## src/rtl/uart_i2c_cmd_engine.sv

```systemverilog
// UART framed-command engine: parses 0x55 frames, runs single-byte
// I2C writes/reads with auto-increment, and returns a status frame.
module uart_i2c_cmd_engine #(
  parameter int ADDR_BYTES = 2,
  parameter int MAX_LEN    = 16,
  parameter int RX_TIMEOUT = 50000
) (
  input  logic        Clk,
  input  logic        Rst_n,
  input  logic [7:0]  rx_data,
  input  logic        rx_done,
  output logic [7:0]  tx_data,
  output logic        tx_send,
  input  logic        tx_done,
  output logic [7:0]  i2c_dev_id,
  output logic [15:0] i2c_addr,
  output logic        i2c_addr_mode,
  output logic [7:0]  i2c_wrdata,
  output logic        i2c_wr_req,
  output logic        i2c_rd_req,
  input  logic [7:0]  i2c_rddata,
  input  logic        i2c_done,
  input  logic        i2c_nack,
  output logic        busy
);

  localparam int IW = (MAX_LEN > 1) ? $clog2(MAX_LEN) : 1;
  localparam logic [7:0] MAXL = 8'(MAX_LEN);
  localparam logic [31:0] TMO_LAST = 32'(RX_TIMEOUT - 1);

  typedef enum logic [3:0] {
    IDLE, CMD, DEV, ADDR, LEN, DATA, DRAIN,
    I2C_REQ, I2C_WAIT, RESP_HDR, RESP_STAT, RESP_DATA
  } state_t;

  state_t      state;
  logic [7:0]  cmd, len, idx, status;
  logic [31:0] tmo;
  logic        acnt, tx_pend;
  logic [7:0]  buf_q [MAX_LEN];
  logic        is_rd, timed, expired, last;
  logic [IW-1:0] bi, bi_n;
  logic [15:0] next_addr;

  assign is_rd   = cmd == 8'h02;
  assign timed   = state inside {CMD, DEV, ADDR, LEN, DATA, DRAIN};
  assign expired = timed && !rx_done && tmo == TMO_LAST;
  assign last    = idx == len - 8'd1;
  assign bi      = idx[IW-1:0];
  assign bi_n    = IW'(idx + 8'd1);
  assign next_addr = (ADDR_BYTES == 2) ? i2c_addr + 16'd1
                   : {8'h00, i2c_addr[7:0] + 8'd1};

  always_ff @(posedge Clk) begin
    if (state == DATA && rx_done)
      buf_q[bi] <= rx_data;
    else if (state == I2C_WAIT && i2c_done && !i2c_nack && is_rd)
      buf_q[bi] <= i2c_rddata;
  end

  always_ff @(posedge Clk or negedge Rst_n) begin
    if (!Rst_n) begin
      state         <= IDLE;
      cmd           <= '0;
      len           <= '0;
      idx           <= '0;
      status        <= '0;
      tmo           <= '0;
      acnt          <= 1'b0;
      tx_pend       <= 1'b0;
      tx_data       <= '0;
      tx_send       <= 1'b0;
      i2c_dev_id    <= '0;
      i2c_addr      <= '0;
      i2c_addr_mode <= 1'b0;
      i2c_wrdata    <= '0;
      i2c_wr_req    <= 1'b0;
      i2c_rd_req    <= 1'b0;
      busy          <= 1'b0;
    end else begin
      tx_send       <= 1'b0;
      i2c_wr_req    <= 1'b0;
      i2c_rd_req    <= 1'b0;
      i2c_addr_mode <= ADDR_BYTES == 2;
      if (!timed || rx_done) tmo <= '0;
      else tmo <= tmo + 32'd1;
      if (expired) begin
        if (state == DRAIN) begin
          state   <= RESP_HDR;
          tx_pend <= 1'b0;
        end else begin
          state <= IDLE;
          busy  <= 1'b0;
        end
      end else begin
        unique case (state)
          IDLE: if (rx_done && rx_data == 8'h55) begin
            state  <= CMD;
            busy   <= 1'b1;
            status <= 8'h00;
            idx    <= '0;
          end
          CMD: if (rx_done) begin
            cmd   <= rx_data;
            state <= DEV;
          end
          DEV: if (rx_done) begin
            i2c_dev_id <= rx_data & 8'hFE;
            acnt       <= 1'b0;
            state      <= ADDR;
          end
          ADDR: if (rx_done) begin
            i2c_addr <= (ADDR_BYTES == 2) ? {i2c_addr[7:0], rx_data}
                                          : {8'h00, rx_data};
            acnt <= 1'b1;
            if (ADDR_BYTES == 1 || acnt) state <= LEN;
          end
          LEN: if (rx_done) begin
            len <= rx_data;
            idx <= '0;
            if (rx_data == 8'd0 || rx_data > MAXL ||
                !(cmd == 8'h01 || cmd == 8'h02)) begin
              state  <= DRAIN;
              status <= 8'h02;
            end else if (cmd == 8'h01) begin
              state <= DATA;
            end else begin
              state      <= I2C_REQ;
              i2c_rd_req <= 1'b1;
            end
          end
          DATA: if (rx_done) begin
            if (last) begin
              state      <= I2C_REQ;
              idx        <= '0;
              i2c_wr_req <= 1'b1;
              // single-byte burst: buffer[0] is being written this edge
              i2c_wrdata <= (idx == 8'd0) ? rx_data : buf_q[0];
            end else begin
              idx <= idx + 8'd1;
            end
          end
          DRAIN: ;
          I2C_REQ: state <= I2C_WAIT;
          I2C_WAIT: if (i2c_done) begin
            if (i2c_nack) begin
              status  <= 8'h01;
              state   <= RESP_HDR;
              tx_pend <= 1'b0;
            end else begin
              i2c_addr <= next_addr;
              if (last) begin
                status  <= 8'h00;
                state   <= RESP_HDR;
                tx_pend <= 1'b0;
              end else begin
                idx   <= idx + 8'd1;
                state <= I2C_REQ;
                if (is_rd) begin
                  i2c_rd_req <= 1'b1;
                end else begin
                  i2c_wr_req <= 1'b1;
                  i2c_wrdata <= buf_q[bi_n];
                end
              end
            end
          end
          RESP_HDR: begin
            if (!tx_pend) begin
              tx_send <= 1'b1;
              tx_data <= 8'hAA;
              tx_pend <= 1'b1;
            end else if (tx_done) begin
              state   <= RESP_STAT;
              tx_send <= 1'b1;
              tx_data <= status;
            end
          end
          RESP_STAT: if (tx_done) begin
            if (is_rd && status == 8'h00) begin
              state   <= RESP_DATA;
              idx     <= '0;
              tx_send <= 1'b1;
              tx_data <= buf_q[0];
            end else begin
              state   <= IDLE;
              busy    <= 1'b0;
              tx_pend <= 1'b0;
            end
          end
          RESP_DATA: if (tx_done) begin
            if (last) begin
              state   <= IDLE;
              busy    <= 1'b0;
              tx_pend <= 1'b0;
            end else begin
              idx     <= idx + 8'd1;
              tx_send <= 1'b1;
              tx_data <= buf_q[bi_n];
            end
          end
          default: state <= IDLE;
        endcase
      end
    end
  end

endmodule

```

## config.mk

```make
export PLATFORM = sky130hd
export DESIGN_NAME = uart_i2c_cmd_engine
export DESIGN_NICKNAME = d
export VERILOG_FILES = /design/src/rtl/uart_i2c_cmd_engine.sv
export SDC_FILE = /design/constraint.sdc
export NUM_CORES = 1
export LEC_CHECK = 0
export ABC_CLOCK_PERIOD_IN_PS = 3600
export CAP_MARGIN = 20
export CELL_PAD_IN_SITES_DETAIL_PLACEMENT = 0
export CELL_PAD_IN_SITES_GLOBAL_PLACEMENT = 1
export CORE_UTILIZATION = 49
export CTS_CLUSTER_SIZE = 28
export DETAILED_ROUTE_END_ITERATION = 6
export PLACE_DENSITY_LB_ADDON = 0.1
export RECOVER_POWER = 25
export REMOVE_ABC_BUFFERS = 1
export SYNTH_ARGS = -nofsm -noshare
export SYNTH_HDL_FRONTEND = slang
export SYNTH_SLANG_ARGS = --single-unit
export TNS_END_PERCENT = 20
```

## constraint.sdc

```tcl
create_clock -name Clk -period 3.6 [get_ports Clk]
set_input_delay 0.36 -clock Clk [delete_from_list [all_inputs] [get_ports Clk]]
set_output_delay 0.36 -clock Clk [all_outputs]
set_load 0.1 [all_outputs]
```

==> flow_summary.toml, run 1 <==
[outcome]
status = "finished, violations left"
violations = "design-rule violations, max-capacitance violations, max-slew violations"

[logic_synthesis]
synth_top_cell_by_area = "edfxtp_1"
synthArstFlopShare = 0.458
netlist.area_leader.share = 0.349
netlist-cell-type-count = 68
yosys.cell_count.top_type = "edfxtp_1"
synth.top_cells.by_count = "edfxtp_1 (128), dfrtp_1 (108), nor2_1 (83)"
synth-edff-count = 128
synth_area_per_cell_um2 = 12.7
synth_warnings = 0
synthesis.area_mm2 = 0.0110
netlist_top_cells_area = "edfxtp_1 (35%), dfrtp_1 (25%), mux4_2 (8.2%)"
netlist_instances = 864
ys_seq_elements = 236
synth_ff_type = "edfxtp_1"
seq_area_frac_synth = 0.595

[critical_path]
cp_data_required_time_ns = 4.03
cpLargestDelayFamily = "simple AND/OR/NAND/NOR gates"
path_buf_inv = 0
critPathSlowestCell = "or4_1"
critPathKind = "flip-flop to flip-flop"
r2r_slack_ns = 0.57
path_cells = "or3_1 > or4_1 > a211oi_1 > nand4_1 > nor2_1 > a41o_1 > mux2_2"
rr_endpoint = "i2c_wrdata[5]"
start_kind = "flip-flop"
r2r_cells = 7
path_max_fanout = 9
cpPeakStageDelay_ns = 0.47
rr_startpoint = "len[2]"
cp-end-kind = "flip-flop"
cp.arrival_ns = 3.46

[floorplan]
initial_core_util = 0.501
die_area_mm2 = 0.0231
boundaryPins = 67
fp.dieW_um = 152
num_rows = 54
die_h_um = 152
coreArea_mm2 = 0.0220

[power]
total_power_uw = 11100
ir_drop_mv = 0.571
leakage_uw = 0.00480
power_per_cell_area_mw_per_mm2 = 851

[global_route]
grt_use_total = 0.242
antenna_found_initial = 0
grt_pass1_wl_mm = 43.4
grt_overflow = 0
grt_pass1_vias = 7525
grt_max_degree = 46

[sta]
setup_viol = 0
maxSlewViolCount = 46
whs_ns = 0.485
tightestPinTransition_ns = 2.48
fmax_ghz = 0.330
finalHoldViolCount = 0
clock_skew_ns = 0.0194
rsz0062_at_grt = "false"
fin_crit_ns = 3.03
finalSetupTns_ns = 0
period_share = 0.842
maxSlewHeadroom = -0.650

[hold_path]
min_path_type = "flip-flop to flip-flop"
holdPathStages = 2
min_to = "tx_data[6]"
holdCritStartpoint = "tx_data[6]"

[cts]
cts_tree = "yes"
clk_latency_ns = 0.55
cts_setup_buffers = 0
cts_buffers = 26
clk_pin_slew_worst_paths_ns = 0.06
clock_sinks = 236
root_buffer = "clkbuf_16"
cts_max_path_buffers = 3
htree_levels = 1
post_cts_resized = 0

[route]
drc = 4
vias = 7511
drtIter0Drc = 486
viasPerCell = 5.96
wl_mm = 27.2
drt_pre_antenna_iters = 7
ant_nets = 0
wire_per_inst_um = 21.6

[place]
place.gp.congestion = 0.869
place_hpwl_mm = 19.1
port_buffers = 65

[final_layout]
nNetsFinal = 989
drive_above_1_share = 0.180
area_growth_pct = 18.9
num_antenna_cells = 0

[job]
maxCapViolCount = 1
-- layout by cell type, fill, tap and decap left out, drive strengths merged, types with 10 or more instances in the layout --
master	instances
buf	40
nor3	21
o21ai	45
mux4	40
and3	12
mux2i	10
nor2	83
nand4	13
dfrtp	108
a21oi	38
nor4	16
clkdlybuf4s50	64
xor2	30
edfxtp	128
clkbuf	38
nand3	35
mux2	41
inv	17
nand2	70
xnor2	15
-- tightest hold or removal path, stage by stage (launching register included) --
cell	delay (ns)
dfrtp_1	0.34
nand2_1	0.05
o21ai_0	0.06
-- cell type report --
class	count	area, um2
flip-flops and latches	236	6550
well taps	280	350
clock inverters	13	191
fillers	1731	8870
inverters	17	63.8
clock buffers	35	724
repair buffers	108	975
multi-input cells	571	4240
-- how the worst max path moves through the flow --
stage,start,end,slack [ns],cells past startpoint
2_1_floorplan,state[0],i2c_wrdata[0],-1.84,6
3_3_place_gp,rx_data[1],idx[7],0.22,8
3_5_place_dp,rx_data[1],idx[7],0.17,8
4_1_cts,state[1],buf_q[3][6],0.57,6
5_1_grt,Rst_n,idx[0],0.24,2
6_report,len[2],i2c_wrdata[5],0.57,7
-- kinds of logic (layout without fill, tap and decap cells) --
kind of cell / Yosys count / in the layout / synth area share
other: 2 / 2 / 0.000682
adder cells (fa/ha/maj): 8 / 8 / 0.00886
AND/OR/NAND/NOR: 290 / 290 / 0.129
buffers and inverters: 57 / 173 / 0.0216
AO/OA/AOI/OAI: 135 / 135 / 0.0766
multiplexers: 91 / 91 / 0.133
XOR/XNOR: 45 / 45 / 0.0358
flip-flops: 236 / 236 / 0.595
-- per-stage QoR --
| step | util | instances | cell area, um2 | worst slack, ns |
|---|---|---|---|---|
| after floorplan | - | 824 | 10800 | -1.84 |
| after global placement | 0.554 | 1211 | 12200 | 0.224 |
| after detailed placement | 0.554 | 1211 | 12200 | 0.171 |
| after CTS | 0.597 | 1260 | 13100 | 0.574 |
| after global routing | 0.596 | 1260 | 13100 | 0.241 |
| final | 0.596 | 1260 | 13100 | 0.570 |
-- routing by layer --
metal  part of all wire  GRT usage  vias to the layer above
met3              0.044     0.0339                       32
met2               0.51      0.424                      195
li1                   -          -                     3444
met5                  0          0                        -
met1               0.43      0.323                     3840
met4              0.017     0.0530                        0
-- registers in the layout, summed over array words and instances, names as in the netlist --
name / cells
i2c_dev_id: 7
busy: 1
tx_pend: 1
buf_q: 128
i2c_addr_mode: 1
idx: 8
state: 4
acnt: 1
i2c_wrdata: 8
tx_send: 1
i2c_rd_req: 1
i2c_addr: 16
i2c_wr_req: 1
cmd: 8
tmo: 32
tx_data: 8
status: 2
len: 8
-- where the power goes --
part | internal, uW | total [uW] | switching [uW]
clock network | 1700 | 2780 | 1080
logic | 1500 | 4740 | 3240
registers | 3220 | 3620 | 397
-- timing repair --
item	CTS	global route
hold buffers	1	0
endpoints found under the hold margin	43	0
setup endpoints to repair	0	0
Power figures use the tool's default switching activity.
==> inputs of run 2 (changes only) <==
- ABC_CLOCK_PERIOD_IN_PS: 3600 -> 2700
- CORE_UTILIZATION: 49 -> 44
- clock period: 3.6 -> 2.7 ns (I/O delays scaled with it)
==> flow_summary.toml, run 2 (synthesis gave the netlist of run 1 again) <==
[outcome]
status = "finished clean"

[final_layout]
utilization = 0.543
area_growth_pct = 20.8
largest_register_ffs = 128
mostFrequentLayoutCell = "edfxtp_1"
nNetsFinal = 1023
final_cell_mix = "edfxtp_1 (128), dfrtp_1 (107), buf_4 (89)"
top_regs = "buf_q: 128 flops, tmo: 32 flops, i2c_addr: 16 flops"
num_antenna_cells = 0
largest-register = "buf_q"
drive_above_1_share = 0.237

[global_route]
grt_pass1_vias = 7816
antenna_found_initial = 0
grt_pass1_wl_mm = 45.6
grt_use_total = 0.231
grt_max_degree = 72
grt_overflow = 0

[sta]
tightestPinTransition_ns = 1.20
whs_ns = 0.442
clock_skew_ns = 0.0260
period_share = 0.970
finalHoldViolCount = 0
fmax_ghz = 0.382
setup_viol = 0
maxSlewHeadroom = 0.200
fin_crit_ns = 2.62
maxSlewViolCount = 0

[cts]
clock_sinks = 236
cts_buffers = 26
root_buffer = "clkbuf_16"
cts_tree = "yes"
clk_latency_ns = 0.55
cts_max_path_buffers = 3
clk_pin_slew_worst_paths_ns = 0.07
htree_levels = 1

[critical_path]
rr_endpoint = "i2c_wrdata[6]"
path_max_fanout = 5
r2r_slack_ns = 0.09
critPathKind = "primary input to flip-flop"
start_kind = "primary input"
rr_startpoint = "len[4]"
cp-end-kind = "flip-flop"
cp.arrival_ns = 3.08
cp_data_required_time_ns = 3.16
r2r_cells = 10

[power]
total_power_uw = 14900
leakage_uw = 0.00495
ir_drop_mv = 0.806
power_per_cell_area_mw_per_mm2 = 1120

[route]
drc = 0
wl_met1_mm = 12.5
drtIter0Drc = 499
vias = 7566
wl_mm = 28.6
drt_pre_antenna_iters = 5
viasPerCell = 5.66
met3RoutedLength_mm = 1.14
wire_per_inst_um = 21.4
dr.max_layer_used = "met4"
wl_met2_mm = 13.9
ant_nets = 0

[floorplan]
die_area_mm2 = 0.0257
coreArea_mm2 = 0.0245
boundaryPins = 67
fp.dieW_um = 160
num_rows = 57
die_h_um = 160
initial_core_util = 0.450

[job]
maxCapViolCount = 0

[place]
port_buffers = 65
place_hpwl_mm = 20.0
place.gp.congestion = 0.864

[hold_path]
min_path_type = "primary input to asynchronous set/reset pin"
==> run 2: cell count changes in the layout (fill, tap and decap cells not counted), sizes merged <==
| cell | before | now |
|---|---|---|
| buf | 40 | 100 |
| clkdlybuf4s50 | 64 | 20 |
| clkbuf | 38 | 56 |
| bufinv | 4 | 2 |
| clkinvlp | 0 | 1 |
==> run 2: final cells by class <==
| class | count | area [um2] |
|---|---|---|
| Fill cell | 2096 | 11200 |
| Sequential cell | 236 | 6550 |
| Multi-Input combinational cell | 571 | 4290 |
| Timing Repair Buffer | 142 | 1150 |
| Clock buffer | 35 | 704 |
| Tap cell | 324 | 405 |
| Clock inverter | 12 | 134 |
| Inverter | 17 | 63.8 |
==> run 2: worst max-delay path by stage <==
stage | startpoint | endpoint | slack (ns) | cells past startpoint
global route | len[4] | i2c_wrdata[6] | -0.01 | 10
detailed placement | rx_data[1] | idx[7] | -0.48 | 8
floorplan | state[0] | i2c_wrdata[0] | -2.74 | 6
CTS | len[2] | i2c_wrdata[4] | 0.02 | 9
finish | rx_data[1] | idx[7] | 0.08 | 8
global placement | rx_data[1] | idx[7] | -0.47 | 8
==> run 2: worst max-delay path: stages <==
cell	delay [ns]
clkdlybuf4s50_1	0.41
or4_1	0.57
o31a_1	0.35
or4_4	0.55
a21oi_4	0.17
o21ai_4	0.10
or4_1	0.51
a21oi_1	0.15
==> run 2: metal layers <==
metal / up-vias / global-route usage
met4: 0 / 0.0931
met3: 56 / 0.0299
met2: 179 / 0.379
met1: 3811 / 0.311
met5: - / 0
li1: 3520 / -
==> run 2: through the flow <==
step / cell area (um2) / cells / setup slack, ns / setup TNS (ns)
2_1_floorplan: 10800 / 824 / -2.74 / -166.84
3_3_place_gp: 12400 / 1286 / -0.474 / -2.45
3_5_place_dp: 12400 / 1286 / -0.477 / -2.70
4_1_cts: 13300 / 1336 / 0.0180 / 0
5_1_grt: 13300 / 1337 / -0.00966 / -0.0144
6_report: 13300 / 1337 / 0.0803 / 0
==> run 2: where the power goes <==
group,total [uW],internal (uW),leakage (uW),switching [uW]
Combinational,6700,2150,0.00200,4550
Sequential,4750,4300,0.00254,445
Clock,3460,2030,0.000407,1430
Total,14900,8480,0.00495,6430
==> run 2: repair_timing <==
item                                   CTS  global route
resized for setup                        5             8
endpoints found under the hold margin   37             0
setup buffers                            2             1
pin swaps                                2             5
setup endpoints to repair                2            61
hold buffers                             1             0
==> inputs of run 3 (changes only) <==
- ABC_CLOCK_PERIOD_IN_PS: 2700 -> 2400
- clock period: 2.7 -> 2.4 ns (I/O delays scaled with it)
==> flow_summary.toml, run 3 (synthesis gave the netlist of run 1 again) <==
[outcome]
status = "finished, violations left"
violations = "negative setup slack"

[route]
drtIter0Drc = 604
vias = 7801
wire_per_inst_um = 21.0
ant_nets = 0
viasPerCell = 5.60
drc = 0
wl_mm = 29.3
drt_pre_antenna_iters = 4

[sta]
rsz0062_at_grt = "true"
tightestPinTransition_ns = 1.06
period_share = 1.08
maxSlewHeadroom = 0.294
fmax_ghz = 0.387
setup_viol = 31
clock_skew_ns = 0.0326
maxSlewViolCount = 0
fin_crit_ns = 2.59
whs_ns = 0.374
setup_ws_ns = -0.187
finalHoldViolCount = 0

[critical_path]
start_kind = "flip-flop"
rr_startpoint = "len[3]"
critPathKind = "flip-flop to flip-flop"
r2r_slack_ns = -0.19
cp.arrival_ns = 3.04
rr_endpoint = "idx[6]"
r2r_cells = 11
path_max_fanout = 7
cp-end-kind = "flip-flop"
cp_data_required_time_ns = 2.85

[cts]
cts_buffers = 26
clk_pin_slew_worst_paths_ns = 0.06
cts_max_path_buffers = 3
clock_sinks = 236
root_buffer = "clkbuf_16"
htree_levels = 1
clk_latency_ns = 0.56
cts_tree = "yes"

[floorplan]
initial_core_util = 0.450
num_rows = 57
boundaryPins = 67
fp.dieW_um = 160
coreArea_mm2 = 0.0245
die_h_um = 160
die_area_mm2 = 0.0257

[final_layout]
final_cell_mix = "buf_4 (158), edfxtp_1 (128), dfrtp_1 (107)"
mostFrequentLayoutCell = "buf_4"
nNetsFinal = 1080
area_growth_pct = 27.0
largest-register = "buf_q"
num_antenna_cells = 0
drive_above_1_share = 0.320
largest_register_ffs = 128
top_regs = "buf_q: 128 flops, tmo: 32 flops, i2c_addr: 16 flops"

[power]
total_power_uw = 17400
clkPwrFrac = 0.215
sequentialPowerShare = 0.308
combPwrFrac = 0.477
power_per_cell_area_mw_per_mm2 = 1240
ir_drop_mv = 0.916
power_switching_uw = 7480
leakage_uw = 0.00535
internal-power_uw = 9890
p_sw_frac = 0.431

[global_route]
grt_use_total = 0.233
antenna_found_initial = 0
grt_pass1_vias = 7929
grt_max_degree = 56
grt_pass1_wl_mm = 45.9
grt_overflow = 0

[job]
maxCapViolCount = 0

[place]
place_ws_ns = -0.719
place_hpwl_mm = 20.9
place.gp.congestion = 0.924
port_buffers = 65

[hold_path]
min_path_type = "primary input to asynchronous set/reset pin"
## run 3: layout make-up
| cell class | instances | area, um2 |
|---|---|---|
| fillers | 1998 | 10500 |
| repair buffers | 199 | 1680 |
| clock inverters | 14 | 118 |
| multi-input cells | 571 | 4490 |
| clock buffers | 32 | 683 |
| flip-flops and latches | 236 | 6550 |
| inverters | 17 | 63.8 |
| well taps | 324 | 405 |
## run 3: worst max-delay path, stage by stage, from the launching register on
cell and delay (ns):
dfrtp_1 0.39, buf_6 0.13, or4_4 0.56, nor4_4 0.17, xnor2_1 0.16, nand4_1 0.19, buf_4 0.20, buf_8 0.13
o21ai_4 0.19, buf_6 0.16, o21ai_1 0.07, a21oi_1 0.15
## run 3: worst max path at each step
stage	start	cells past startpoint	endpoint	slack, ns
finish	len[3]	11	idx[6]	-0.19
global route	len[3]	11	idx[6]	-0.29
CTS	len[4]	10	status[1]	-0.30
detailed placement	rx_data[1]	8	idx[7]	-0.72
global placement	rx_data[1]	8	idx[7]	-0.71
floorplan	state[0]	6	i2c_wrdata[0]	-3.04
## run 3: power groups by stage
stage          combinational [uW]  sequential, uW  clock [uW]
3_5_place_dp                 7870            5380           0
4_1_cts                      8180            5310        3830
5_1_grt                      8750            5410        3980
6_report                     8290            5340        3740
2_1_floorplan                2760            7840           0
3_3_place_gp                 7800            5340           0
## run 3: metal layers
layer  up-vias  share of wire  global-route usage
li1       3625              -                   -
met1      3918           0.42               0.300
met2       208           0.52               0.418
met3        50          0.040              0.0273
met4         0          0.024              0.0545
met5         -              0                   0
## run 3: through the flow
step           utilization  std cells  cell area, um2  TNS [ns]
4_1_cts              0.566       1389           13900    -61.68
6_report             0.572       1393           14000     -3.19
3_5_place_dp         0.523       1332           12800    -65.63
2_1_floorplan            -        824           10800   -258.82
5_1_grt              0.572       1393           14000     -6.79
3_3_place_gp         0.523       1332           12800    -72.96
## run 3: timing repair
action	CTS	global route
cloned	1	0
buffers inserted	9	5
hold buffers	1	0
setup endpoints to repair	286	293
pin swaps	23	14
gates resized for setup	50	25
endpoints found under the hold margin	34	0
